File: src/rtl/aes_block_serializer_if.sv
// Block-in / word-out stream bundle around the AES block serializer.
// slave is the serializer's side; master is the surrounding pipeline driving blocks and draining words.
interface aes_block_serializer_if;
    logic         in_valid;
    logic         in_ready;
    logic [127:0] in_data;
    logic         out_valid;
    logic         out_ready;
    logic [63:0]  out_data;
    logic         out_last;

    modport slave (
        input  in_valid, in_data, out_ready,
        output in_ready, out_valid, out_data, out_last
    );

    modport master (
        output in_valid, in_data, out_ready,
        input  in_ready, out_valid, out_data, out_last
    );
endinterface

File: src/rtl/aes_block_serializer.sv
// Purpose: buffers 128-bit AES result blocks and re-emits each as two 64-bit words, counting finished blocks.
// Latency: block accepted at edge T shows its first word in cycle T+1; one word per cycle sustained.
// Backpressure: in_ready drops only when DEPTH blocks are held; a slot freed by a pop is offered the next cycle.
module aes_block_serializer #(
    parameter int DEPTH    = 2,
    parameter bit LO_FIRST = 1'b1,
    parameter int CNT_W    = 32
) (
    input  logic                 clk_i,
    input  logic                 rst_n_i,
    aes_block_serializer_if.slave bus,
    input  logic                 swap_en_i,
    input  logic                 clear_i,
    output logic [CNT_W-1:0]     blk_cnt_o
);

    localparam int PW = (DEPTH > 1) ? $clog2(DEPTH) : 1;
    localparam logic [PW:0] FULL = (PW+1)'(DEPTH);

    logic [127:0]     mem_q [DEPTH];
    logic [PW-1:0]    wr_ptr_q, wr_ptr_d;
    logic [PW-1:0]    rd_ptr_q, rd_ptr_d;
    logic [PW:0]      count_q, count_d;
    logic             half_q, half_d;
    logic [CNT_W-1:0] blk_cnt_q, blk_cnt_d;

    logic             push;
    logic             word_hs;
    logic             pop;
    logic [127:0]     head;
    logic [63:0]      word;
    logic [63:0]      word_out;

    // Readiness comes from registered occupancy only, so no out_ready -> in_ready path exists.
    assign bus.in_ready  = (count_q != FULL);
    assign bus.out_valid = (count_q != '0);
    assign bus.out_last  = bus.out_valid & half_q;

    assign push    = bus.in_valid & bus.in_ready & ~clear_i;
    assign word_hs = bus.out_valid & bus.out_ready;
    assign pop     = word_hs & half_q;

    always_comb begin
        wr_ptr_d  = wr_ptr_q;
        rd_ptr_d  = rd_ptr_q;
        count_d   = count_q;
        half_d    = half_q;
        blk_cnt_d = blk_cnt_q;
        if (clear_i) begin
            wr_ptr_d = '0;
            rd_ptr_d = '0;
            count_d  = '0;
            half_d   = 1'b0;
        end else begin
            if (push) begin
                wr_ptr_d = wr_ptr_q + 1'b1;
            end
            if (word_hs) begin
                half_d = ~half_q;
            end
            if (pop) begin
                rd_ptr_d  = rd_ptr_q + 1'b1;
                blk_cnt_d = blk_cnt_q + 1'b1;
            end
            if (push && !pop) begin
                count_d = count_q + 1'b1;
            end else if (pop && !push) begin
                count_d = count_q - 1'b1;
            end
        end
    end

    always_ff @(posedge clk_i or negedge rst_n_i) begin
        if (!rst_n_i) begin
            wr_ptr_q  <= '0;
            rd_ptr_q  <= '0;
            count_q   <= '0;
            half_q    <= 1'b0;
            blk_cnt_q <= '0;
        end else begin
            wr_ptr_q  <= wr_ptr_d;
            rd_ptr_q  <= rd_ptr_d;
            count_q   <= count_d;
            half_q    <= half_d;
            blk_cnt_q <= blk_cnt_d;
        end
    end

    // Payload storage needs no reset: occupancy alone decides what is visible.
    always_ff @(posedge clk_i) begin
        if (push) begin
            mem_q[wr_ptr_q] <= bus.in_data;
        end
    end

    assign head = mem_q[rd_ptr_q];

    always_comb begin
        word     = (half_q ^ ~LO_FIRST) ? head[127:64] : head[63:0];
        word_out = word;
        if (swap_en_i) begin
            for (int b = 0; b < 8; b++) begin
                word_out[8*b +: 8] = word[8*(7-b) +: 8];
            end
        end
    end

    assign bus.out_data = word_out;
    assign blk_cnt_o    = blk_cnt_q;

    // The second half of a block can only be selected while that block is still held.
    assert property (@(posedge clk_i) disable iff (!rst_n_i) !(half_q && (count_q == '0)));

endmodule

File: src/flat_wrapper.sv
// flat-port wrapper written by rule: the top's interface ports become plain ports
module aes_block_serializer_flat 
#(
    parameter int DEPTH    = 2,
    parameter bit LO_FIRST = 1'b1,
    parameter int CNT_W    = 32
)
  (clk_i, rst_n_i, swap_en_i, clear_i, blk_cnt_o, bus_in_valid, bus_in_data, bus_out_ready, bus_in_ready, bus_out_valid, bus_out_data, bus_out_last);
  aes_block_serializer_if bus_i ();
  input  logic clk_i;
  input  logic rst_n_i;
  input  logic swap_en_i;
  input  logic clear_i;
  output logic [CNT_W-1:0] blk_cnt_o;
  input wire logic [$bits(bus_i.in_valid)-1:0] bus_in_valid;
  input wire logic [$bits(bus_i.in_data)-1:0] bus_in_data;
  input wire logic [$bits(bus_i.out_ready)-1:0] bus_out_ready;
  output wire logic [$bits(bus_i.in_ready)-1:0] bus_in_ready;
  output wire logic [$bits(bus_i.out_valid)-1:0] bus_out_valid;
  output wire logic [$bits(bus_i.out_data)-1:0] bus_out_data;
  output wire logic [$bits(bus_i.out_last)-1:0] bus_out_last;
  assign bus_i.in_valid = bus_in_valid;
  assign bus_i.in_data = bus_in_data;
  assign bus_i.out_ready = bus_out_ready;
  assign bus_in_ready = bus_i.in_ready;
  assign bus_out_valid = bus_i.out_valid;
  assign bus_out_data = bus_i.out_data;
  assign bus_out_last = bus_i.out_last;
  aes_block_serializer #(.DEPTH(DEPTH), .LO_FIRST(LO_FIRST), .CNT_W(CNT_W)) u_core (.clk_i(clk_i), .rst_n_i(rst_n_i), .bus(bus_i), .swap_en_i(swap_en_i), .clear_i(clear_i), .blk_cnt_o(blk_cnt_o));
endmodule
File: config.mk
export PLATFORM = sky130hd
export DESIGN_NAME = aes_block_serializer_flat
export DESIGN_NICKNAME = d
export VERILOG_FILES = /design/src/rtl/aes_block_serializer_if.sv /design/src/rtl/aes_block_serializer.sv /design/src/flat_wrapper.sv
export SDC_FILE = /design/constraint.sdc
export NUM_CORES = 1
export LEC_CHECK = 0
export CAP_MARGIN = 0
export CORE_ASPECT_RATIO = 0.9
export CORE_MARGIN = 3
export CORE_UTILIZATION = 45
export DETAILED_ROUTE_END_ITERATION = 8
export PLACE_DENSITY_LB_ADDON = 0.2
export SETUP_SLACK_MARGIN = 0.15
export SYNTH_ARGS = -nofsm -noshare
export SYNTH_HDL_FRONTEND = slang
export SYNTH_SLANG_ARGS = --single-unit
File: constraint.sdc
create_clock -name clk_i -period 10 [get_ports clk_i]
set_clock_uncertainty 0.05 [all_clocks]
set_input_delay 1.5 -clock clk_i [delete_from_list [all_inputs] [get_ports clk_i]]
set_output_delay 1.5 -clock clk_i [all_outputs]
set_load 0.01 [all_outputs]
==> results of run 1 <==
per-layer routing:
metal | up-vias | global-route usage
met5 | - | 0
met4 | 6 | 0.0446
met3 | 44 | 0.0470
met2 | 233 | 0.285
met1 | 3220 | 0.235
li1 | 2817 | -
synth_stat cells:
master / count
xor2_1: 7
mux4_2: 64
and4_1: 1
o211ai_2: 1
clkbuf_1: 8
nand3_1: 13
nor4_4: 2
nor2b_1: 2
nand2_1: 14
nand4_1: 15
and3_1: 7
mux2_2: 65
and2_1: 2
buf_4: 2
inv_1: 4
buf_2: 6
nor3_1: 5
o21ai_0: 2
buf_6: 6
buf_1: 3
ha_1: 1
a221oi_1: 1
a21oi_1: 2
nor4_2: 2
nand2b_1: 2
xnor2_1: 27
o211ai_1: 1
dfrtp_1: 37
nor4_1: 1
edfxtp_1: 256
nor2_1: 8
nor3b_1: 2
metrics by stage:
step	hold slack, ns	power [mW]	std cells	area (um2)
detailed placement	0.430	1.76	1125	14400
global route	0.481	2.97	1178	15400
CTS	0.444	2.89	1178	15400
finish	0.437	2.86	1178	15400
floorplan	0.458	1.59	569	11800
global placement	0.416	1.75	1125	14400
worst max path at each step:
stage	from	to	slack (ns)	cells past startpoint
finish	u_core.rd_ptr_q$_DFFE_PN0P_	bus_out_data[52]	4.93	4
CTS	u_core.rd_ptr_q$_DFFE_PN0P_	bus_out_data[52]	4.76	4
floorplan	clear_i	u_core.mem_q[0][0]$_DFFE_PP_	2.71	2
global route	u_core.rd_ptr_q$_DFFE_PN0P_	bus_out_data[54]	4.63	4
global placement	swap_en_i	bus_out_data[7]	5.30	4
detailed placement	swap_en_i	bus_out_data[48]	5.27	4
power by group:
part	internal, mW	leakage [nW]	switching (mW)
logic	0.188	1.79	0.124
clock network	0.685	0.472	0.441
registers	1.39	2.85	0.0299
layout by cell type, fill, tap and decap left out, types with 2 or more instances in the layout:
master	n
clkinv_2	4
nand3_1	13
mux4_2	64
mux2_2	65
nor2_1	8
nor2b_1	2
clkdlybuf4s50_1	231
dfrtp_1	35
nor3_1	4
o21ai_0	2
buf_4	7
nand2_1	14
xor2_1	7
xnor2_1	27
clkinvlp_4	4
clkinv_1	5
clkbuf_1	5
and2_1	2
dfrtp_4	2
nand2b_1	2
edfxtp_1	256
nand4_1	15
inv_1	4
clkbuf_16	29
a21oi_1	2
bufinv_16	6
and3_1	7
nor4_4	3
kinds of logic (layout without fill, tap and decap cells):
kind of cell / Yosys count / count (layout) / share of synthesized area
DFF: 293 / 293 / 0.732
muxes: 129 / 129 / 0.185
and+or+nand+nor: 76 / 76 / 0.0379
xor gates and xnor gates: 34 / 34 / 0.0253
buffers and inverters: 29 / 296 / 0.0144
AOI/OAI and AO/OA: 7 / 7 / 0.00415
adders and majority gates: 1 / 1 / 0.00106
registers in the layout, summed over array words and instances, names as in the netlist:
signal	flops
u_core.mem_q	256
u_core.wr_ptr_q	1
u_core.count_q	2
u_core.rd_ptr_q	1
u_core.half_q	1
u_core.blk_cnt_o	32
worst max-delay path, cell delays in order, from the launching register on:
cell and delay, ns:
dfrtp_4 0.77, buf_4 0.73, mux4_2 0.65, mux2_2 0.29
clkdlybuf4s50_1 0.48
area by class of cell:
type | instances | area, um2
well taps | 342 | 428
inverters | 4 | 15.0
multi-input cells | 247 | 3010
clock buffers | 34 | 744
repair buffers | 239 | 2370
fillers | 1819 | 9960
flip-flops and latches | 293 | 8620
clock inverters | 19 | 249
==> flow_metrics.py, run 1 <==
metrics = {
    "clock_network": {
        "cts_buffer_depth": 3,
        "ctsHoldBuffers": 0,
        "postCtsSetupBuffers": 0,
        "clkSinkCount": 293,
        "clk_pin_slew_ns": 0.06,
        "clk_latency_ns": 0.53,
        "ctsResizeCount": 0,
        "cts_tree": "built",
        "cts_root_buf": "clkbuf_16",
        "numCtsBuffers": 29,
        "cts_max_level": 1,
    },
    "critical_path": {
        "reg2reg_to": "u_core.mem_q[1][11]$_DFFE_PP_",
        "reg2reg_depth": 5,
        "crit_path_start_kind": "flop",
        "r2r_start": "u_core.count_q[0]$_DFFE_PN0P_",
        "path_max_fanout": 39,
        "path_class": "reg -> out",
        "crit_required_ns": 8.45,
        "endpoint_kind": "output pin",
        "rrSetupSlack_ns": 6.88,
        "cp.arrival_ns": 3.52,
    },
    "synth": {
        "netlist_instances": 569,
        "synth_area_leader_cell": "edfxtp_1",
        "yosysWarningCount": 0,
        "ys_seq_area_frac": 0.732,
        "synth_top_area_share": 0.654,
        "syn-num-nets": 704,
        "yosys-top-cells-area": "edfxtp_1, mux4_2, dfrtp_1",
        "avgSynthCellArea_um2": 20.7,
        "yosysUniqueCellTypes": 32,
        "syn_area_um2": 11800,
        "synth_seq_cells": 293,
    },
    "sta": {
        "tightest_slew_ns": 1.09,
        "final-hold-violation-count": 0,
        "rsz0062_at_grt": "false",
        "finalCritPeriodShare": 0.507,
        "fmax_mhz": 197,
        "setup_violations": 0,
        "relSlewSlack": 0.274,
        "maxSlewViolCount": 0,
        "layout_setup_ws_ns": 4.93,
        "min_period_ns": 5.07,
        "finalSetupTns_ns": 0,
    },
    "global_route": {
        "grt_pass1_wl_um": 38600,
        "grt_max_degree": 77,
        "grt_pass1_vias": 6898,
        "antenna_found_initial": 3,
        "grtUsageTotal": 0.175,
        "grt-ovfl-total": 0,
    },
    "floorplanning": {
        "dieHeight_um": 159,
        "rows": 55,
        "die_width_um": 176,
        "initial_utilization": 0.463,
        "dieArea_um2": 28100,
        "core_um2": 25400,
        "num_io_pins": 233,
    },
    "route": {
        "route.detailed.drc": 0,
        "drtPass1Iterations": 4,
        "ant_nets": 0,
        "met3RoutedLength_um": 1820,
        "route.detailed.vias_per_inst": 5.37,
        "vias": 6320,
        "highest_layer": "met5",
        "wl_met1_um": 10400,
        "wl_um": 24700,
        "wire_per_inst_um": 21.0,
        "route.met2.wl_um": 11900,
        "first_iter_violations": 464,
    },
    "power": {
        "ir_drop_v": 0.000121,
        "p_per_area_nw_per_um2": 185,
        "power_leakage_nw": 5.12,
    },
    "worst_hold_path": {
        "worstHoldStart": "u_core.blk_cnt_o[31]$_DFFE_PN0P_",
        "whs_path_depth": 1,
        "hold_class": "reg -> reg",
        "min_to": "u_core.blk_cnt_o[31]$_DFFE_PN0P_",
    },
    "cells_and_area": {
        "fin_util": 0.608,
        "fin_nets": 949,
        "drive_above_1_share": 0.226,
        "diodes": 0,
        "area_growth_pct": 31.3,
    },
    "status": {
        "status": "completed",
    },
    "placement": {
        "dpl_worst_slack_ns": 5.27,
        "port_buffers": 232,
        "dp_hpwl_um": 16200,
        "place_congestion": 0.801,
    },
    "flow_run": {
        "maxCapViolCount": 0,
    },
}
(Power assumes the default switching activity.)
==> inputs of run 2 (changes only) <==
clock period = 4.3 ns   (was 10 ns; I/O delays follow)
==> run 2 against run 1 <==
  * Global-route usage decreased by 0.33 points
  * Sequential power increased by 130%
  * Critical path depth unchanged
  * Via count decreased by 1.2%
  * Total power increased by 130%
  * Largest cell class unchanged
  * Largest power group unchanged
==> flow_metrics.py, run 2 (synthesis gave the netlist of run 1 again) <==
metrics = {
    "critical_path": {
        "path_class": "reg -> out",
        "cp.depth": 4,
        "critical_path.max_stage_delay_ns": 0.80,
        "crit_family": "multiplexers",
        "crit_required_ns": 3.61,
        "reg2reg_depth": 4,
        "reg2reg_to": "u_core.mem_q[1][27]$_DFFE_PP_",
        "cp_cell_sequence": "buf_4 -> mux4_2 -> mux2_2 -> clkdlybuf4s50_1",
        "r2r_start": "u_core.count_q[0]$_DFFE_PN0P_",
        "cp.arrival_ns": 2.98,
        "rrSetupSlack_ns": 2.15,
        "crit_path_start_kind": "flop",
        "worst-path-buf-inv": 2,
        "critPathSlowestCell": "dfrtp_4",
        "path_max_fanout": 26,
        "endpoint_kind": "output pin",
    },
    "global_route": {
        "grt-ovfl-total": 0,
        "grt_pass1_vias": 6878,
        "grt_pass1_wl_um": 38100,
        "grtUsageTotal": 0.171,
        "grt_max_degree": 79,
        "antenna_found_initial": 0,
    },
    "sta": {
        "min_period_ns": 3.68,
        "finalCritPeriodShare": 0.856,
        "finalSetupTns_ns": 0,
        "tightest_slew_ns": 0.702,
        "final-hold-violation-count": 0,
        "setup_violations": 0,
        "relSlewSlack": 0.532,
        "rsz0062_at_grt": "false",
        "fmax_mhz": 272,
        "maxSlewViolCount": 0,
    },
    "worst_hold_path": {
        "min_to": "u_core.blk_cnt_o[31]$_DFFE_PN0P_",
        "worstHoldStart": "u_core.blk_cnt_o[31]$_DFFE_PN0P_",
        "hold_class": "reg -> reg",
        "whs_path_depth": 1,
    },
    "clock_network": {
        "clk_latency_ns": 0.53,
        "cts_root_buf": "clkbuf_16",
        "ctsResizeCount": 0,
        "cts_tree": "built",
        "cts_max_level": 1,
        "clkSinkCount": 293,
        "ctsHoldBuffers": 0,
        "cts_buffer_depth": 3,
        "clk_pin_slew_ns": 0.06,
        "postCtsSetupBuffers": 0,
        "numCtsBuffers": 31,
    },
    "cells_and_area": {
        "fin_util": 0.611,
        "drive_above_1_share": 0.229,
        "fin_nets": 957,
        "area_growth_pct": 31.9,
        "layout_common_cells": "edfxtp_1, clkdlybuf4s50_1, mux2_2",
        "layout_commonest_cell": "edfxtp_1",
        "final_area_um2": 15500,
        "largest_register_ffs": 256,
        "top_register": "u_core.mem_q",
    },
    "route": {
        "vias": 6245,
        "route.detailed.drc": 0,
        "drtPass1Iterations": 4,
        "route.detailed.vias_per_inst": 5.25,
        "first_iter_violations": 375,
        "ant_nets": 0,
        "wl_um": 24100,
        "wire_per_inst_um": 20.3,
    },
    "status": {
        "status": "completed",
    },
    "flow_run": {
        "maxCapViolCount": 0,
    },
    "placement": {
        "dp_hpwl_um": 15700,
        "place_congestion": 0.778,
        "post_dp_cell_area_um2": 14500,
        "port_buffers": 232,
    },
    "floorplanning": {
        "initial_utilization": 0.463,
        "dieArea_um2": 28100,
        "num_io_pins": 233,
        "dieHeight_um": 159,
        "core_um2": 25400,
        "die_width_um": 176,
        "rows": 55,
    },
    "power": {
        "power_leakage_nw": 5.15,
        "p_clk_frac": 0.383,
        "comb_power_share": 0.115,
        "ir_drop_v": 0.000329,
        "pwr-share-seq": 0.502,
        "p_per_area_nw_per_um2": 422,
        "p_sw_frac": 0.212,
        "power.switching_mw": 1.39,
        "p_int_mw": 5.16,
        "power_mw": 6.55,
    },
}
[run 2: cell count changes in the layout (fill, tap and decap cells not counted), sizes merged]
cell,change
clkinv,+8
buf,+6
bufinv,-3
diode,+2
clkinvlp,-1
[run 2: how the worst max path moves through the flow]
stage,start,slack [ns],end
floorplan,clear_i,-0.25,u_core.mem_q[1][0]$_DFFE_PP_
CTS,u_core.rd_ptr_q$_DFFE_PN0P_,0.51,bus_out_data[9]
finish,u_core.rd_ptr_q$_DFFE_PN0P_,0.62,bus_out_data[9]
global route,u_core.rd_ptr_q$_DFFE_PN0P_,0.41,bus_out_data[9]
detailed placement,u_core.rd_ptr_q$_DFFE_PN0P_,1.11,bus_out_data[21]
global placement,u_core.rd_ptr_q$_DFFE_PN0P_,1.14,bus_out_data[9]
[run 2: layout make-up]
type	count	area [um2]
well taps	342	428
repair buffers	245	2460
multi-input cells	247	3010
diodes	2	5.00
clock inverters	23	185
clock buffers	34	787
flip-flops and latches	293	8620
fillers	1803	9880
inverters	4	15.0
[run 2: power groups by stage]
stage | Sequential, mW | Clock [mW] | Combinational [mW]
after floorplan | 3.33 | 0 | 0.360
after global placement | 3.34 | 0 | 0.742
after detailed placement | 3.34 | 0 | 0.758
after CTS | 3.29 | 2.58 | 0.766
after global routing | 3.30 | 2.70 | 0.809
final | 3.29 | 2.51 | 0.753
[run 2: layer usage]
layer	wire [um]	vias up	track usage	part of all wire
met5	0	-	0	0
met4	486	0	0.0375	0.020
met3	1870	37	0.0427	0.077
met2	11700	202	0.282	0.49
met1	10000	3174	0.234	0.42
li1	-	2832	-	-
[run 2: through the flow]
| stage | instances | hold WS, ns | worst slack (ns) |
|---|---|---|---|
| 6_report | 1190 | 0.437 | 0.620 |
| 5_1_grt | 1188 | 0.473 | 0.409 |
| 4_1_cts | 1188 | 0.448 | 0.506 |
| 3_5_place_dp | 1131 | 0.439 | 1.11 |
| 3_3_place_gp | 1131 | 0.409 | 1.14 |
| 2_1_floorplan | 569 | 0.299 | -0.246 |
[run 2: worst reg2reg max path, cell delays in order (launching register included)]
cell and delay, ns:
dfrtp_1 0.47, nand2b_4 0.19, nand2_1 0.16, nor3b_4 0.27
buf_4 0.59
==> inputs of run 3 (changes only) <==
SKIP_LAST_GASP = 1   (was unset)
==> results of run 3 <==
Same layout as run 2: the final DEF is identical, and so are final timing and power.
